`config.mk`:
```
export PLATFORM = sky130hd
export DESIGN_NAME = vga_timing_gen
export DESIGN_NICKNAME = d
export VERILOG_FILES = /design/src/rtl/vga_timing_gen.sv
export SDC_FILE = /design/constraint.sdc
export NUM_CORES = 1
export LEC_CHECK = 0
export CAP_MARGIN = 0
export CORE_MARGIN = 2
export CORE_UTILIZATION = 40
export CTS_CLUSTER_DIAMETER = 50
export CTS_CLUSTER_SIZE = 8
export DETAILED_ROUTE_END_ITERATION = 7
export PLACE_DENSITY = 0.75
export SYNTH_ARGS = -nofsm -noshare
export SYNTH_HDL_FRONTEND = slang
export SYNTH_SLANG_ARGS = --single-unit
export TNS_END_PERCENT = 100
```
`constraint.sdc`:
```
create_clock -name clk_i -period 1.98 [get_ports clk_i]
set_clock_uncertainty 0.05 [all_clocks]
set_input_delay 0.396 -clock clk_i [delete_from_list [all_inputs] [get_ports clk_i]]
set_output_delay 0.396 -clock clk_i [all_outputs]
set_load 0.005 [all_outputs]
```
`src/rtl/vga_timing_gen.sv`:
```
// Parametrised VGA timing generator: pixel coordinates for renderers, plus sync/DE/RGB to the DAC.
// Sync, DE and colour are delayed PIPE_DLY pixel-enables so they line up with renderer latency.
module vga_timing_gen #(
    parameter int   H_VIS    = 1024,
    parameter int   H_FP     = 24,
    parameter int   H_SYNC   = 136,
    parameter int   H_BP     = 160,
    parameter int   V_VIS    = 768,
    parameter int   V_FP     = 3,
    parameter int   V_SYNC   = 6,
    parameter int   V_BP     = 29,
    parameter logic HS_POL   = 1'b0,
    parameter logic VS_POL   = 1'b0,
    parameter int   PIPE_DLY = 2,
    parameter int   CNT_W    = 11
) (
    input  logic             clk_i,
    input  logic             rst_i,
    input  logic             ce_i,
    input  logic [7:0]       r_in_i,
    input  logic [7:0]       g_in_i,
    input  logic [7:0]       b_in_i,
    output logic [CNT_W-1:0] hpos_o,
    output logic [CNT_W-1:0] vpos_o,
    output logic             active_o,
    output logic             line_start_o,
    output logic             frame_start_o,
    output logic             hsync_o,
    output logic             vsync_o,
    output logic             de_o,
    output logic [7:0]       r_o,
    output logic [7:0]       g_o,
    output logic [7:0]       b_o
);

    localparam int H_TOT = H_VIS + H_FP + H_SYNC + H_BP;
    localparam int V_TOT = V_VIS + V_FP + V_SYNC + V_BP;

    if (PIPE_DLY < 1 || PIPE_DLY > 8) begin : g_bad_pipe_dly
        $error("vga_timing_gen: PIPE_DLY must be within 1..8");
    end
    if ((2 ** CNT_W) < H_TOT || (2 ** CNT_W) < V_TOT) begin : g_bad_cnt_w
        $error("vga_timing_gen: CNT_W too narrow for H_TOT/V_TOT");
    end

    localparam logic [CNT_W-1:0] H_LAST   = CNT_W'(H_TOT - 1);
    localparam logic [CNT_W-1:0] V_LAST   = CNT_W'(V_TOT - 1);
    localparam logic [CNT_W-1:0] H_VIS_C  = CNT_W'(H_VIS);
    localparam logic [CNT_W-1:0] V_VIS_C  = CNT_W'(V_VIS);
    localparam logic [CNT_W-1:0] HS_BEG   = CNT_W'(H_VIS + H_FP);
    localparam logic [CNT_W-1:0] HS_END   = CNT_W'(H_VIS + H_FP + H_SYNC);
    localparam logic [CNT_W-1:0] VS_BEG   = CNT_W'(V_VIS + V_FP);
    localparam logic [CNT_W-1:0] VS_END   = CNT_W'(V_VIS + V_FP + V_SYNC);

    logic [CNT_W-1:0]    hcnt_q, hcnt_d;
    logic [CNT_W-1:0]    vcnt_q, vcnt_d;
    logic [PIPE_DLY-1:0] hs_dly_q, hs_dly_d;
    logic [PIPE_DLY-1:0] vs_dly_q, vs_dly_d;
    logic [PIPE_DLY-1:0] act_dly_q, act_dly_d;
    logic [23:0]         rgb_q, rgb_d;

    logic active;
    logic hs_raw;
    logic vs_raw;
    logic act_pre;
    logic line_start;

    always_comb begin
        hcnt_d = hcnt_q;
        vcnt_d = vcnt_q;
        if (ce_i) begin
            if (hcnt_q == H_LAST) begin
                hcnt_d = '0;
                vcnt_d = (vcnt_q == V_LAST) ? '0 : vcnt_q + 1'b1;
            end else begin
                hcnt_d = hcnt_q + 1'b1;
            end
        end
    end

    assign active     = (hcnt_q < H_VIS_C) && (vcnt_q < V_VIS_C);
    assign hs_raw     = ((hcnt_q >= HS_BEG) && (hcnt_q < HS_END)) ? HS_POL : ~HS_POL;
    assign vs_raw     = ((vcnt_q >= VS_BEG) && (vcnt_q < VS_END)) ? VS_POL : ~VS_POL;
    assign line_start = ce_i & ~rst_i & (hcnt_q == '0);

    // Stage 0 of each line takes the undelayed decode; the last stage drives the DAC.
    always_comb begin
        hs_dly_d  = hs_dly_q;
        vs_dly_d  = vs_dly_q;
        act_dly_d = act_dly_q;
        if (ce_i) begin
            hs_dly_d[0]  = hs_raw;
            vs_dly_d[0]  = vs_raw;
            act_dly_d[0] = active;
            for (int i = 1; i < PIPE_DLY; i++) begin
                hs_dly_d[i]  = hs_dly_q[i-1];
                vs_dly_d[i]  = vs_dly_q[i-1];
                act_dly_d[i] = act_dly_q[i-1];
            end
        end
    end

    // Colour is registered one enable before DE, so gate it with the stage just before the output.
    if (PIPE_DLY == 1) begin : g_pre_undelayed
        assign act_pre = active;
    end else begin : g_pre_stage
        assign act_pre = act_dly_q[PIPE_DLY-2];
    end

    always_comb begin
        rgb_d = rgb_q;
        if (ce_i) begin
            rgb_d = act_pre ? {r_in_i, g_in_i, b_in_i} : 24'h0;
        end
    end

    always_ff @(posedge clk_i) begin
        if (rst_i) begin
            hcnt_q    <= '0;
            vcnt_q    <= '0;
            hs_dly_q  <= {PIPE_DLY{~HS_POL}};
            vs_dly_q  <= {PIPE_DLY{~VS_POL}};
            act_dly_q <= '0;
            rgb_q     <= '0;
        end else begin
            hcnt_q    <= hcnt_d;
            vcnt_q    <= vcnt_d;
            hs_dly_q  <= hs_dly_d;
            vs_dly_q  <= vs_dly_d;
            act_dly_q <= act_dly_d;
            rgb_q     <= rgb_d;
        end
    end

    assign hpos_o        = hcnt_q;
    assign vpos_o        = vcnt_q;
    assign active_o      = active;
    assign line_start_o  = line_start;
    assign frame_start_o = line_start & (vcnt_q == '0);
    assign hsync_o       = hs_dly_q[PIPE_DLY-1];
    assign vsync_o       = vs_dly_q[PIPE_DLY-1];
    assign de_o          = act_dly_q[PIPE_DLY-1];
    assign r_o           = rgb_q[23:16];
    assign g_o           = rgb_q[15:8];
    assign b_o           = rgb_q[7:0];

endmodule

```
Word level (Yosys, flattened, before mapping)
Cells that the tools add are included.
{"block": "word_totals", "regBits": 52, "in_bits": 27, "output_inout_bits": 52, "wordCells": 31}
{"block": "classes", "add_sub_neg": 2, "order_cmp": 6, "n_eq_ne": 2, "n_mux": 5, "n_bitwise": 4, "n_reduce_logical": 6}
{"cell": "$mux W24", "n": 1}
{"cell": "$add A11 B1 Y11 const B", "n": 2}
{"cell": "$logic_not A11 Y1", "n": 2}
{"cell": "$lt A11 B10 Y1 const B", "n": 2}
{"cell": "$lt A11 B11 Y1 const B", "n": 2}
{"cell": "$mux W11", "n": 2}
{"cell": "$eq A11 B10 Y1 const B", "n": 1}
{"cell": "$eq A11 B11 Y1 const B", "n": 1}
{"cell": "$ge A11 B10 Y1 const B", "n": 1}
{"cell": "$ge A11 B11 Y1 const B", "n": 1}
{"cell": "$and A1 B1 Y1", "n": 3}
{"cell": "$logic_and A1 B1 Y1", "n": 3}
{"cell": "$mux W1", "n": 2}
{"cell": "$reduce_and A2 Y1", "n": 1}
{"cell": "$not A1 Y1", "n": 1}

Longest topological paths before layout
{"block": "depth", "ltp_word": 4, "depth_mapped": 6, "ltp_nobuf": 6}

Worst setup path after synthesis
OpenSTA, ideal clock, no wires.
{"block": "synth_timing", "path_type": "register to register", "startpoint": "reg hcnt_q[0], in the netlist hpos_o[0]", "endpoint": "reg vcnt_q[10], in the netlist vpos_o[10]", "setup_time_ns": 0.072, "arrival_time_ns": 1.974, "required_time_ns": 1.858, "slack_ns": -0.117, "path_stages_with_launch": 7, "n_path_buf": 1, "synth_period_minus_slack_ns": 2.097, "cell_sequence": "dfxtp_1 > ha_1 > nand3_2 > or4_1 > buf_2 > or4_1 > a21oi_1"}
{"block": "synth_between", "elab_chain_len": 2}
{"item": "start: declaration", "line": "55", "rtl": "logic [CNT_W-1:0] hcnt_q, hcnt_d;"}
{"item": "start signal: assignment", "line": "126", "rtl": "hcnt_q <= hcnt_d;"}
{"item": "$eq A11 B11 Y1", "line": "72", "rtl": "if (hcnt_q == H_LAST) begin"}
{"item": "$reduce_and A2 Y1 (no source line)"}
{"item": "end signal: assignment", "line": "127", "rtl": "vcnt_q <= vcnt_d;"}
{"item": "end: declaration", "line": "56", "rtl": "logic [CNT_W-1:0] vcnt_q, vcnt_d;"}
Every way passes these cells.
A chain may end at the register's enable or synchronous reset.

Worst setup path after layout
{"block": "layout_timing", "startpoint": "reg hcnt_q[6], in the netlist hpos_o[6]", "endpoint": "out frame_start_o"}
{"block": "layout_between", "elab_chain_len": 3}
{"item": "$logic_not A11 Y1", "line": "84", "rtl": "assign line_start = ce_i & ~rst_i & (hcnt_q == '0);"}
{"item": "$and A1 B1 Y1", "line": "84"}
{"item": "$and A1 B1 Y1", "line": "139", "rtl": "assign frame_start_o = line_start & (vcnt_q == '0);"}
{"item": "end: declaration", "line": "27", "rtl": "output logic frame_start_o,"}
Every way passes these cells.

==> results.toml <==
[status]
violations = "setup timing"
outcome = "finished with violations"

[synth]
synth_cells = 251
ys.warnings.count = 0
async_reset_ff_share_pct = 0
synth-seq-cells = 52
yosysSeqAreaShare_pct = 47.1
synth_edf_count = 0
yosys.area.top_type_share_pct = 47.1
yosys-top-cells-area = "dfxtp_1, a22oi_1, nor2_1"
yosys.area.top_type = "dfxtp_1"
synth_cell_type_count = 41
avgSynthCellArea_sq_um = 8.81
syn-num-nets = 283
synth_ff_type = "dfxtp_1"
syn_area_sq_mm = 0.00221

[clocking]
clock_path_buffers = 2
path_clk_slew_ns = 0.09
htree_levels = 2
cts.sinks = 52
cts_tree = "done"
clock-root-buffer = "clkbuf_8"
clk_latency_ns = 0.30
cts_hold_buf = 0
cts_buffers = 5

[global_routing]
grt_max_degree = 39
antenna_found_initial = 0
grt_pass1_vias = 2036
grtUsageTotal_pct = 19.6
grt_first_pass_wirelength_microns = 9710
grt.overflow.total = 0

[worst_setup_path]
worstPathArrival_ns = 1.69
cp.required_ns = 1.53
critPathSlowestCell = "or3_4"
crit_path_end_kind = "output pin"
max_stage_delay_ns = 0.38
worstSetupPathType = "reg2out"
cp_max_fo = 2
cp_cell_sequence = "or3_4, nor4_2, and3_1, nor4bb_4, buf_2"
start_kind = "flop"

[route]
drc_errors = 0
drtIter0Drc = 127
wl_per_cell_microns = 13.6
drt-total-wl_microns = 5970
dr.pass1.iters = 4
via_per_inst = 5.15
ant_nets = 0
vias = 2255

[timing]
relSlewSlack_pct = 70.6
finalHoldViolations = 0
max_freq_mhz = 468
tns_ns = -0.387
fin_crit_sh_pct = 108
slew_violations = 0
tightest_slew_ns = 0.438
fin_crit_ns = 2.14
rsz0062_at_grt = "yes"
setup_viol = 5
setup_slack_ns = -0.158

[power_and_ir_drop]
power_leakage_uw = 0.00132
total_power_uw = 1940
power.density_mw_per_mm2 = 535
ir_worst_vdd_mv = 0.415

[layout]
antennaDiodeCount = 0
final_common_cell = "clkdlybuf4s50_1"
final_cell_mix = "clkdlybuf4s50_1, dfxtp_1, nor2_1"
synthToLayoutAreaGrowth_pct = 64.1
layout-drive-gt1-share_pct = 24.9
fillers = 443
num-nets-final = 397

[floorplan]
dieArea_sq_mm = 0.00614
dieHeight_microns = 78.4
io_pins = 79
rows = 27
core_area_sq_mm = 0.00544
die_x_microns = 78.4
start_util_pct = 40.7

[flow_run]
max_cap_violations = 0

[placed_design]
pre_cts_ws_ns = -0.749
post-dp-hpwl_microns = 4180
globalplace.congestion = 0.846
portBuffers = 78

[min_path]
hold_path.class = "reg2reg"
## power breakdown
| group | switching (uW) | total [uW] | internal, uW | leakage [uW] |
|---|---|---|---|---|
| Combinational | 89.7 | 226 | 136 | 0.000847 |
| Clock | 351 | 636 | 285 | 0.0000477 |
| Sequential | 11.4 | 1080 | 1070 | 0.000427 |
## cell usage after synthesis (all sizes together), types with 2 or more instances
| master | instances |
|---|---|
| nor3 | 3 |
| inv | 10 |
| nor2 | 42 |
| ha | 5 |
| clkbuf | 13 |
| nand3 | 9 |
| xnor2 | 7 |
| dfxtp | 52 |
| o21ai | 9 |
| nand4 | 5 |
| buf | 2 |
| nand2 | 10 |
| xor2 | 3 |
| nor4 | 4 |
| nand2b | 4 |
| or4 | 6 |
| nor2b | 2 |
| or3 | 7 |
| a21oi | 13 |
| a211o | 4 |
| nor4b | 2 |
| a22oi | 24 |
| o31ai | 2 |
## worst max-delay path, delay by kind of cell (launching register included)
kind | cells | cell delay (ns)
AND/OR/NAND/NOR | 4 | 0.92
flip-flops | 1 | 0.33
buffers and inverters | 1 | 0.14
## sequential cells by signal (all words and copies together) (netlist names)
name       cells
rgb_q         24
vpos_o        11
vs_dly_q       2
act_dly_q      2
hs_dly_q       2
hpos_o        11
## logic make-up after synthesis
family                   after synthesis  synth area share (%)
adder cells (fa/ha/maj)                5                  2.83
buffers and inverters                 25                  4.64
AND/OR/NAND/NOR                      102                  24.2
flip-flops                            52                  47.1
AO/OA/AOI/OAI                         56                  16.9
multiplexers                           1                 0.453
XOR/XNOR                              10                  3.96
## area by class of cell
| cell class | instances | area [sq um] | area share (%) |
|---|---|---|---|
| Clock buffer | 6 | 82.6 | 2.28 |
| Clock inverter | 2 | 13.8 | 0.379 |
| Inverter | 10 | 37.5 | 1.03 |
| Multi-Input combinational cell | 174 | 1210 | 33.3 |
| Sequential cell | 52 | 1060 | 29.1 |
| Tap cell | 72 | 90.1 | 2.48 |
| Timing Repair Buffer | 122 | 1140 | 31.4 |
## what timing repair did
item / 4_1_cts / 5_1_grt
pin swaps: 5 / 11
buffers inserted: 0 / 4
cloned: 0 / 1
endpoints found under the setup margin: 19 / 12
resized for setup: 19 / 28
## metal layers
layer	part of all wire [%]	vias to the layer above	GRT usage, %	wire length (microns)
li1	-	1123	-	-
met1	46	1049	25.5	2740
met2	46	75	31.7	2750
met3	7.0	8	5.98	419
met4	0.99	0	4.74	59
met5	0	-	0	0
## path summary, 6_finish.rpt
check,from,endpoint,slack [ns],depth (start not counted)
max,hpos_o[6],frame_start_o,-0.16,5
min reg2reg,hs_dly_q[0],hs_dly_q[1],0.43,1
max reg2reg,hpos_o[6],vpos_o[10],-0.11,5
min,hs_dly_q[0],hs_dly_q[1],0.43,1
## through the flow
| stage | utilization [%] | cell area [sq um] | hold slack (ns) | std cells |
|---|---|---|---|---|
| finish | 66.7 | 3630 | 0.426 | 438 |
| global route | 66.7 | 3630 | 0.461 | 438 |
| CTS | 64.3 | 3500 | 0.430 | 434 |
| detailed placement | 62.1 | 3380 | 0.407 | 426 |
| global placement | 62.1 | 3380 | 0.403 | 426 |
| floorplan | - | 2260 | 0.389 | 251 |
Note: power is estimated with default switching activity, not from simulation.
